File: config.mk
export PLATFORM = sky130hd
export DESIGN_NAME = frame_buffer_reader
export DESIGN_NICKNAME = d
export VERILOG_FILES = /design/src/rtl/frame_buffer_reader.sv
export SDC_FILE = /design/constraint.sdc
export NUM_CORES = 1
export LEC_CHECK = 0
export CORE_MARGIN = 2
export CORE_UTILIZATION = 56
export CTS_BUF_LIST = sky130_fd_sc_hd__clkbuf_4
export DETAILED_ROUTE_END_ITERATION = 12
export PLACE_DENSITY = 0.92
export REMOVE_ABC_BUFFERS = 1
export SYNTH_ARGS = -nofsm -noshare
export SYNTH_HDL_FRONTEND = slang
export SYNTH_SLANG_ARGS = --single-unit
File: constraint.sdc
create_clock -name clk -period 4.1 [get_ports clk]
set_clock_uncertainty 0.1 [all_clocks]
set_input_delay 0.41 -clock clk [delete_from_list [all_inputs] [get_ports clk]]
set_output_delay 0.41 -clock clk [all_outputs]
set_load 0.02 [all_outputs]
File: src/rtl/frame_buffer_reader.sv
// Read-side controller for the ping-pong sample banks: streams a completed bank
// out as valid/ready samples with first/last tags, tracking pending frames and overruns.
module frame_buffer_reader #(
   parameter int unsigned ADDR_W    = 11,
   parameter int unsigned DATA_W    = 12,
   parameter int unsigned FRAME_LEN = 2048
) (
   input  logic              clk,
   input  logic              rst,
   input  logic              frame_ready,
   input  logic              frame_bank,
   input  logic [1:0]        wr_en,
   output logic [ADDR_W-1:0] rd_addr,
   output logic [1:0]        rd_en,
   input  logic [DATA_W-1:0] rd_data0,
   input  logic [DATA_W-1:0] rd_data1,
   output logic [DATA_W-1:0] out_data,
   output logic              out_valid,
   input  logic              out_ready,
   output logic              out_first,
   output logic              out_last,
   output logic              frame_done,
   output logic              overrun,
   output logic              collision,
   output logic              busy
);

   localparam int unsigned CW = ADDR_W + 1;
   localparam int unsigned EW = DATA_W + 2;
   localparam logic [CW-1:0] LAST_ADDR = CW'(FRAME_LEN - 1);

   typedef enum logic [1:0] {IDLE, READ, DRAIN} state_t;

   state_t            state_q, state_d;
   logic              bank_q, bank_d;
   logic [CW-1:0]     iss_q, iss_d;
   logic              pend_vld_q, pend_vld_d;
   logic              pend_bank_q, pend_bank_d;
   logic              infl_q;
   logic [ADDR_W-1:0] infl_addr_q;
   logic [EW-1:0]     mem_q [2];
   logic              wptr_q, rptr_q;
   logic [1:0]        cnt_q;

   logic              pop_c, issue_c, done_c;
   logic [2:0]        occ_c;
   logic [EW-1:0]     push_entry_c;
   logic [DATA_W-1:0] rdata_c;

   // Occupancy after this cycle's pop, counting the read still in flight.
   assign pop_c   = (cnt_q != 2'd0) && out_ready;
   assign occ_c   = 3'(cnt_q) + 3'(infl_q) - 3'(pop_c);
   assign issue_c = (state_q == READ) && (occ_c < 3'd2);
   assign done_c  = pop_c && out_last;
   assign rdata_c = bank_q ? rd_data1 : rd_data0;
   assign push_entry_c = {({1'b0, infl_addr_q} == LAST_ADDR),
                          (infl_addr_q == '0), rdata_c};

   always_comb begin
      rd_en      = 2'b00;
      rd_addr    = '0;
      if (issue_c) begin
         rd_en   = bank_q ? 2'b10 : 2'b01;
         rd_addr = iss_q[ADDR_W-1:0];
      end
      collision  = |(rd_en & wr_en);
      out_valid  = (cnt_q != 2'd0);
      {out_last, out_first, out_data} = mem_q[rptr_q];
      frame_done = done_c;
      busy       = (state_q != IDLE);
   end

   always_comb begin
      state_d     = state_q;
      bank_d      = bank_q;
      iss_d       = iss_q;
      pend_vld_d  = pend_vld_q;
      pend_bank_d = pend_bank_q;
      overrun     = 1'b0;
      // A request while busy fills the single pending slot; a second one replaces it.
      if (frame_ready && (state_q != IDLE)) begin
         overrun     = pend_vld_q;
         pend_vld_d  = 1'b1;
         pend_bank_d = frame_bank;
      end
      if (issue_c) iss_d = iss_q + CW'(1);
      case (state_q)
         IDLE: begin
            if (pend_vld_q) begin
               state_d    = READ;
               bank_d     = pend_bank_q;
               iss_d      = '0;
               pend_vld_d = 1'b0;
            end else if (frame_ready) begin
               state_d = READ;
               bank_d  = frame_bank;
               iss_d   = '0;
            end
         end
         READ: begin
            if (issue_c && (iss_q == LAST_ADDR)) state_d = DRAIN;
         end
         DRAIN: begin
            if (done_c) begin
               if (pend_vld_d) begin
                  state_d    = READ;
                  bank_d     = pend_bank_d;
                  iss_d      = '0;
                  pend_vld_d = 1'b0;
               end else begin
                  state_d = IDLE;
               end
            end
         end
         default: state_d = IDLE;
      endcase
   end

   always_ff @(posedge clk) begin
      if (rst) begin
         state_q     <= IDLE;
         bank_q      <= 1'b0;
         iss_q       <= '0;
         pend_vld_q  <= 1'b0;
         pend_bank_q <= 1'b0;
      end else begin
         state_q     <= state_d;
         bank_q      <= bank_d;
         iss_q       <= iss_d;
         pend_vld_q  <= pend_vld_d;
         pend_bank_q <= pend_bank_d;
      end
   end

   // Two-entry output FIFO fed by the 1-cycle BRAM return path.
   always_ff @(posedge clk) begin
      if (rst) begin
         infl_q      <= 1'b0;
         infl_addr_q <= '0;
         wptr_q      <= 1'b0;
         rptr_q      <= 1'b0;
         cnt_q       <= 2'd0;
         mem_q[0]    <= '0;
         mem_q[1]    <= '0;
      end else begin
         infl_q      <= issue_c;
         infl_addr_q <= iss_q[ADDR_W-1:0];
         if (infl_q) begin
            mem_q[wptr_q] <= push_entry_c;
            wptr_q        <= ~wptr_q;
         end
         if (pop_c) rptr_q <= ~rptr_q;
         cnt_q <= cnt_q + 2'(infl_q) - 2'(pop_c);
      end
   end

endmodule

==> results of run 1 <==
## flip-flops by register name (all words and copies together) (netlist names), named ones only
register / cells
wptr_q: 1
cnt_q: 2
iss_q: 12
infl_q: 1
mem_q: 28
pend_bank_q: 1
infl_addr_q: 11
bank_q: 1
pend_vld_q: 1
rptr_q: 1
state_q: 2
## per-stage QoR
step | hold WS, ns | utilization [%] | total power [mW]
after detailed placement | 0.395 | 73.0 | 1.33
after CTS | 0.412 | 77.0 | 1.87
after global routing | 0.428 | 77.0 | 1.94
after floorplan | 0.348 | - | 1.09
after global placement | 0.367 | 73.0 | 1.31
final | 0.407 | 77.0 | 1.87
## cells in the final DEF, fill, tap and decap left out, types with 2 or more instances in the layout
cell	instances
sky130_fd_sc_hd__and3_1	11
sky130_fd_sc_hd__nor4_1	4
sky130_fd_sc_hd__dfxtp_1	34
sky130_fd_sc_hd__nor3_1	2
sky130_fd_sc_hd__o21ai_0	6
sky130_fd_sc_hd__edfxtp_1	28
sky130_fd_sc_hd__nor2_1	45
sky130_fd_sc_hd__mux2i_1	14
sky130_fd_sc_hd__clkbuf_4	9
sky130_fd_sc_hd__a21oi_1	7
sky130_fd_sc_hd__and2_1	2
sky130_fd_sc_hd__xor2_1	4
sky130_fd_sc_hd__xnor2_1	2
sky130_fd_sc_hd__nand2_1	6
sky130_fd_sc_hd__or3_1	5
sky130_fd_sc_hd__nand2b_1	2
sky130_fd_sc_hd__ha_1	4
sky130_fd_sc_hd__mux2_2	13
sky130_fd_sc_hd__bufinv_16	3
sky130_fd_sc_hd__nand3_1	7
sky130_fd_sc_hd__clkinv_4	2
sky130_fd_sc_hd__buf_4	3
sky130_fd_sc_hd__inv_1	11
sky130_fd_sc_hd__nor2b_1	11
sky130_fd_sc_hd__nand4_1	6
sky130_fd_sc_hd__clkdlybuf4s50_1	62
sky130_fd_sc_hd__or2_2	3
## power breakdown
group          internal, mW  switching, mW  leakage, nW
clock network         0.312          0.242        0.100
registers             0.716         0.0613        0.566
logic                 0.267          0.267        0.735
## layout make-up
type | instances | area, um2 | share of cell area [%]
Timing Repair Buffer | 65 | 643 | 17.6
Clock inverter | 7 | 121 | 3.32
Sequential cell | 62 | 1520 | 41.6
Inverter | 11 | 41.3 | 1.13
Multi-Input combinational cell | 173 | 1180 | 32.3
Clock buffer | 9 | 67.6 | 1.85
Tap cell | 67 | 83.8 | 2.29
## worst max-delay path, cell delays in order, from the launching register on
cell and delay (ns):
sky130_fd_sc_hd__dfxtp_1 0.46, sky130_fd_sc_hd__o21a_1 0.25, sky130_fd_sc_hd__ha_1 0.26, sky130_fd_sc_hd__inv_1 0.05, sky130_fd_sc_hd__ha_1 0.14, sky130_fd_sc_hd__inv_1 0.05
sky130_fd_sc_hd__fa_1 0.49, sky130_fd_sc_hd__and3b_2 0.20, sky130_fd_sc_hd__nand2_1 0.18, sky130_fd_sc_hd__inv_1 0.10, sky130_fd_sc_hd__ha_1 0.14, sky130_fd_sc_hd__clkdlybuf4s50_1 0.59
## path summary, 6_finish.rpt
kind                   from         end  slack (ns)  cells past startpoint
setup / recovery   cnt_q[1]  rd_addr[0]        0.26                     11
hold / removal    iss_q[10]   iss_q[10]        0.41                      2
setup reg to reg   cnt_q[1]  state_q[0]        1.04                     11
hold reg to reg   iss_q[10]   iss_q[10]        0.41                      2
## cells by family after synthesis
logic type                 count (synthesis)  share of synthesized area [%]
AOI/OAI and AO/OA                         22                           5.58
xor gates and xnor gates                   7                           2.48
adders and majority gates                  5                           2.52
buffers and inverters                     20                           2.75
DFF                                       62                           54.8
muxes                                     28                           10.9
and+or+nand+nor                          111                           21.1
## cells in the mapped netlist (2+ instances only)
cell type,number,area [um2]
sky130_fd_sc_hd__a21oi_1,7,35.0
sky130_fd_sc_hd__and2_1,2,12.5
sky130_fd_sc_hd__and3_1,11,68.8
sky130_fd_sc_hd__clkbuf_1,8,30.0
sky130_fd_sc_hd__dfxtp_1,34,681
sky130_fd_sc_hd__edfxtp_1,28,841
sky130_fd_sc_hd__ha_1,4,50.1
sky130_fd_sc_hd__inv_1,11,41.3
sky130_fd_sc_hd__mux2_2,13,146
sky130_fd_sc_hd__mux2i_1,14,140
sky130_fd_sc_hd__nand2_1,6,22.5
sky130_fd_sc_hd__nand2b_1,2,12.5
sky130_fd_sc_hd__nand3_1,7,35.0
sky130_fd_sc_hd__nand4_1,6,37.5
sky130_fd_sc_hd__nor2_1,45,169
sky130_fd_sc_hd__nor2b_1,11,68.8
sky130_fd_sc_hd__nor3_1,2,10.0
sky130_fd_sc_hd__nor4_1,4,25.0
sky130_fd_sc_hd__o21ai_0,6,30.0
sky130_fd_sc_hd__or2_2,3,18.8
sky130_fd_sc_hd__or3_1,5,31.3
sky130_fd_sc_hd__xnor2_1,2,17.5
sky130_fd_sc_hd__xor2_1,4,35.0
## routing by layer
metal	share of wire (%)	wire (um)	vias up	GRT usage, %
li1	-	-	1040	-
met1	41	2520	1025	26.0
met2	51	3120	73	42.1
met3	5.9	360	10	5.56
met4	1.2	75	0	11.7
met5	0	0	-	0
==> flow_summary.toml, run 1 <==
[outcome]
status = "completed"

[global_routing]
overflow = 0
grt_first_pass_wirelength_mm = 9.55
grt_usage_pct = 23.5
antenna_found_initial = 0
grt_start_max_net_pins = 26
number_of_global_route_vias_before_repair = 2087

[cts]
cts_tree = "built"
ctsHoldBuffers = 0
clk-insertion-delay-late_ns = 0.41
clock_root_buffer = "sky130_fd_sc_hd__clkbuf_4"
cts_repair_resize_count = 0
post_cts.repair.setup_buffers = 0
cts_inserted_buffers = 9
htree_num_levels = 3
cts.clk_slew.worst_paths_ns = 0.12
clockBufferDepth = 2
numClockSinks = 62

[detailed_routing]
drt_wl_total_mm = 6.07
detail_route.drc_violations = 0
viasPerCell = 5.45
detail-route-antenna-nets = 0
first_pass_iters = 4
drt-wirelength-per-cell_um = 15.4
detailed_route_via_count = 2148
drt_first_iter_violations = 146

[yosys]
synth.avg_cell_area_um2 = 10.9
synth-seq-cells = 62
synth_enable_flop_cells = 28
netlist_area_um2 = 2780
synth_flop_cell = "sky130_fd_sc_hd__dfxtp_1"
netlist-cell-type-count = 43
synth_sequential_area_ratio_pct = 54.8
postSynthCellCount = 255
ys_async_sr_fraction_pct = 0
ys_warn_count = 0

[layout]
flow.area_growth_from_synthesis_pct = 31.7
share_of_layout_cells_above_drive_strength_1_pct = 13.8
number_of_nets_in_the_final_layout = 358
post-route-cell-area_um2 = 3660
antenna_cells = 0
num-fill-cells = 354
layoutNonFillerInstCount = 394

[floorplan]
std_cell_rows = 25
core_um2 = 4750
die_area_um2 = 5540
floorplan.initialDensity_pct = 58.4
die_x_um = 74.4
design.portCount = 63
die_y_um = 74.4

[job]
count_of_maximum_capacitance_violations = 0

[timing]
fmaxAchievable_mhz = 261
setup-tns-final_ns = 0
finalMaxSlewViolations = 0
tightest_slew_ns = 0.882
grt_setup_unrepaired = "false"
final_number_of_hold_violating_endpoints = 0
final_critical_path_setup_slack_ns = 0.263
timing.max_slew.rel_slack_pct = 41.1
setup_violations = 0
finalCritPeriodShare_pct = 93.6
post-route-min-period_ns = 3.84

[pwr]
power.density_nw_per_um2 = 510
ir_worst_vdd_mv = 0.265
power_leakage_nw = 1.40

[place]
dp_worst_setup_slack_ns = 0.262
post_placement_cell_count = 378
dp.final_hpwl_mm = 4.21
portBuffers = 62
gp_routability_congestion = 0.809
post_dp_cell_area_um2 = 3470

[critical_path]
critical_path.max_fanout = 8
criticalPathCategory = "reg2out"
cp.arrival_ns = 3.33
endpoint_kind = "output port"
crit_path_start_kind = "flip-flop"
critPathRequiredTime_ns = 3.59

[min_path]
worst_hold_path_type = "reg2reg"
(Power assumes the default switching activity.)
==> run 2, diff against run 1 <==
==> constraint.sdc (replaced) <==
create_clock -name clk -period 4.1 [get_ports clk]
set_clock_uncertainty 0.1 [all_clocks]
set_input_delay 0.41 -clock clk [delete_from_list [all_inputs] [get_ports clk]]
set_output_delay 0.41 -clock clk [all_outputs]
set_load 0.05 [all_outputs]
==> flow_summary.toml, run 2 (synthesized netlist as in run 1, its figures left out) <==
[cts]
cts_tree = "built"
clock_root_buffer = "sky130_fd_sc_hd__clkbuf_4"
cts_repair_resize_count = 0
ctsHoldBuffers = 0
cts_inserted_buffers = 9
numClockSinks = 62
htree_num_levels = 3
clk-insertion-delay-late_ns = 0.39
clockBufferDepth = 2
cts.clk_slew.worst_paths_ns = 0.10
post_cts.repair.setup_buffers = 0

[timing]
timing.max_slew.rel_slack_pct = 36.5
grt_setup_unrepaired = "false"
setup_violations = 0
final_number_of_hold_violating_endpoints = 0
finalCritPeriodShare_pct = 90.0
finalMaxSlewViolations = 0
tightest_slew_ns = 0.951
setup-tns-final_ns = 0
post-route-min-period_ns = 3.69
fmaxAchievable_mhz = 271

[detailed_routing]
drt_wl_total_mm = 5.80
detail-route-antenna-nets = 0
first_pass_iters = 4
detailed_route_via_count = 2116
drt_first_iter_violations = 169
viasPerCell = 5.38
detail_route.drc_violations = 0
drt-wirelength-per-cell_um = 14.8

[min_path]
worst_hold_path_type = "reg2reg"
worst_hold_path_stage_count = 2

[place]
dp.final_hpwl_mm = 4.07
portBuffers = 62
gp_routability_congestion = 0.833
post_dp_cell_area_um2 = 3500
post_placement_cell_count = 377

[critical_path]
crit_path_start_kind = "flip-flop"
worstPathCellList = "o21a_1 > ha_1 > inv_1 > ha_1 > inv_1 > fa_1 > and3b_2 > nand2_1 > nor2_1 > buf_12"
max_stage_delay_ns = 0.50
worst_setup_path_endpoint = "rd_en[0]"
r2r_setup_slack_ns = 1.03
ff2ff_path_depth = 10
criticalPathCategory = "reg2out"
critPathRequiredTime_ns = 3.59
cp.arrival_ns = 3.18
critical_path.reg2reg.startpoint = "cnt_q[1]"
critical_path.max_fanout = 14
endpoint_kind = "output port"
worstReg2RegEnd = "state_q[0]"
timing.critical_path.slowest_stage_cell = "sky130_fd_sc_hd__fa_1"
worst_setup_path_startpoint = "cnt_q[1]"

[layout]
mostFrequentLayoutCells = "sky130_fd_sc_hd__clkdlybuf4s50_1, sky130_fd_sc_hd__nor2_1, sky130_fd_sc_hd__dfxtp_1"
layout.cells.most_common = "sky130_fd_sc_hd__clkdlybuf4s50_1"
top_register = "mem_q"
layoutNonFillerInstCount = 393
post-route-cell-area_um2 = 3610
largest_registers = "mem_q (28), iss_q (12), infl_addr_q (11)"
share_of_layout_cells_above_drive_strength_1_pct = 16.9
final_core_util_pct = 75.9
seqCellArea_um2 = 1520
num-fill-cells = 349
multiInputGateArea_um2 = 1180
antenna_cells = 0
flow.area_growth_from_synthesis_pct = 29.8
number_of_nets_in_the_final_layout = 357
largest_register_ffs = 28

[global_routing]
overflow = 0
number_of_global_route_vias_before_repair = 2038
grt_usage_pct = 22.1
grt_start_max_net_pins = 26
grt_first_pass_wirelength_mm = 9.15
antenna_found_initial = 0

[floorplan]
die_area_um2 = 5540
die_x_um = 74.4
design.portCount = 63
std_cell_rows = 25
core_um2 = 4750
die_y_um = 74.4
floorplan.initialDensity_pct = 58.4

[outcome]
status = "completed"

[pwr]
power.density_nw_per_um2 = 500
power.sequential.fraction_pct = 43.1
power_leakage_nw = 1.40
ir_worst_vdd_mv = 0.316
p_sw_uw = 684
power.share.combinational_pct = 38.4
clock_power_share_pct = 18.5
fin_total_pwr_mw = 1.80
internal_power_mw = 1.12
swShare_pct = 37.9

[job]
count_of_maximum_capacitance_violations = 0
## run 2: cell types whose count changed in the layout (fill, tap and decap cells not counted), sizes merged
| cell | change |
|---|---|
| clkinv | +2 |
| bufinv | -3 |
| inv | -1 |
| clkinvlp | +1 |
| clkbuf | +1 |
| clkdlybuf4s50 | -14 |
| buf | +13 |
## run 2: worst min-delay path by stage
stage	endpoint	start	slack, ns
final	iss_q[10]	iss_q[10]	0.39
after global routing	iss_q[10]	iss_q[10]	0.42
after CTS	iss_q[10]	iss_q[10]	0.39
after detailed placement	iss_q[10]	iss_q[10]	0.38
after global placement	iss_q[10]	iss_q[10]	0.37
after floorplan	infl_addr_q[10]	iss_q[10]	0.35
## run 2: worst max-delay path, delay by kind of cell, from the launching register on
kind / cells / cell delay (ns)
adder cells (fa/ha/maj): 3 / 0.89
flip-flops: 1 / 0.46
AND/OR/NAND/NOR: 3 / 0.89
AO/OA/AOI/OAI: 1 / 0.26
buffers and inverters: 3 / 0.29
## run 2: power by group through the flow
| stage | clock [mW] | sequential [mW] | combinational, mW |
|---|---|---|---|
| floorplan | 0 | 0.771 | 0.461 |
| global placement | 0 | 0.785 | 0.675 |
| detailed placement | 0 | 0.791 | 0.690 |
| CTS | 0.334 | 0.777 | 0.693 |
| global route | 0.366 | 0.786 | 0.737 |
| finish | 0.333 | 0.777 | 0.693 |
## run 2: metal layers
metal | up-vias | global-route usage, % | part of all wire [%]
met5 | - | 0 | 0
met4 | 0 | 7.14 | 1.2
met3 | 9 | 5.15 | 5.7
met2 | 74 | 40.0 | 49
met1 | 994 | 25.8 | 44
li1 | 1039 | - | -
## run 2: metrics by stage
stage	hold WS, ns	setup WS (ns)
after floorplan	0.348	0.764
after global placement	0.366	0.560
after detailed placement	0.376	0.432
after CTS	0.393	0.408
after global routing	0.417	0.194
final	0.390	0.410
## run 2: layout make-up
type,instances,share of cell area (%)
flip-flops and latches,62,42.2
multi-input cells,173,32.7
repair buffers,64,18.7
well taps,67,2.32
clock buffers,10,2.08
inverters,11,1.14
clock inverters,6,0.798
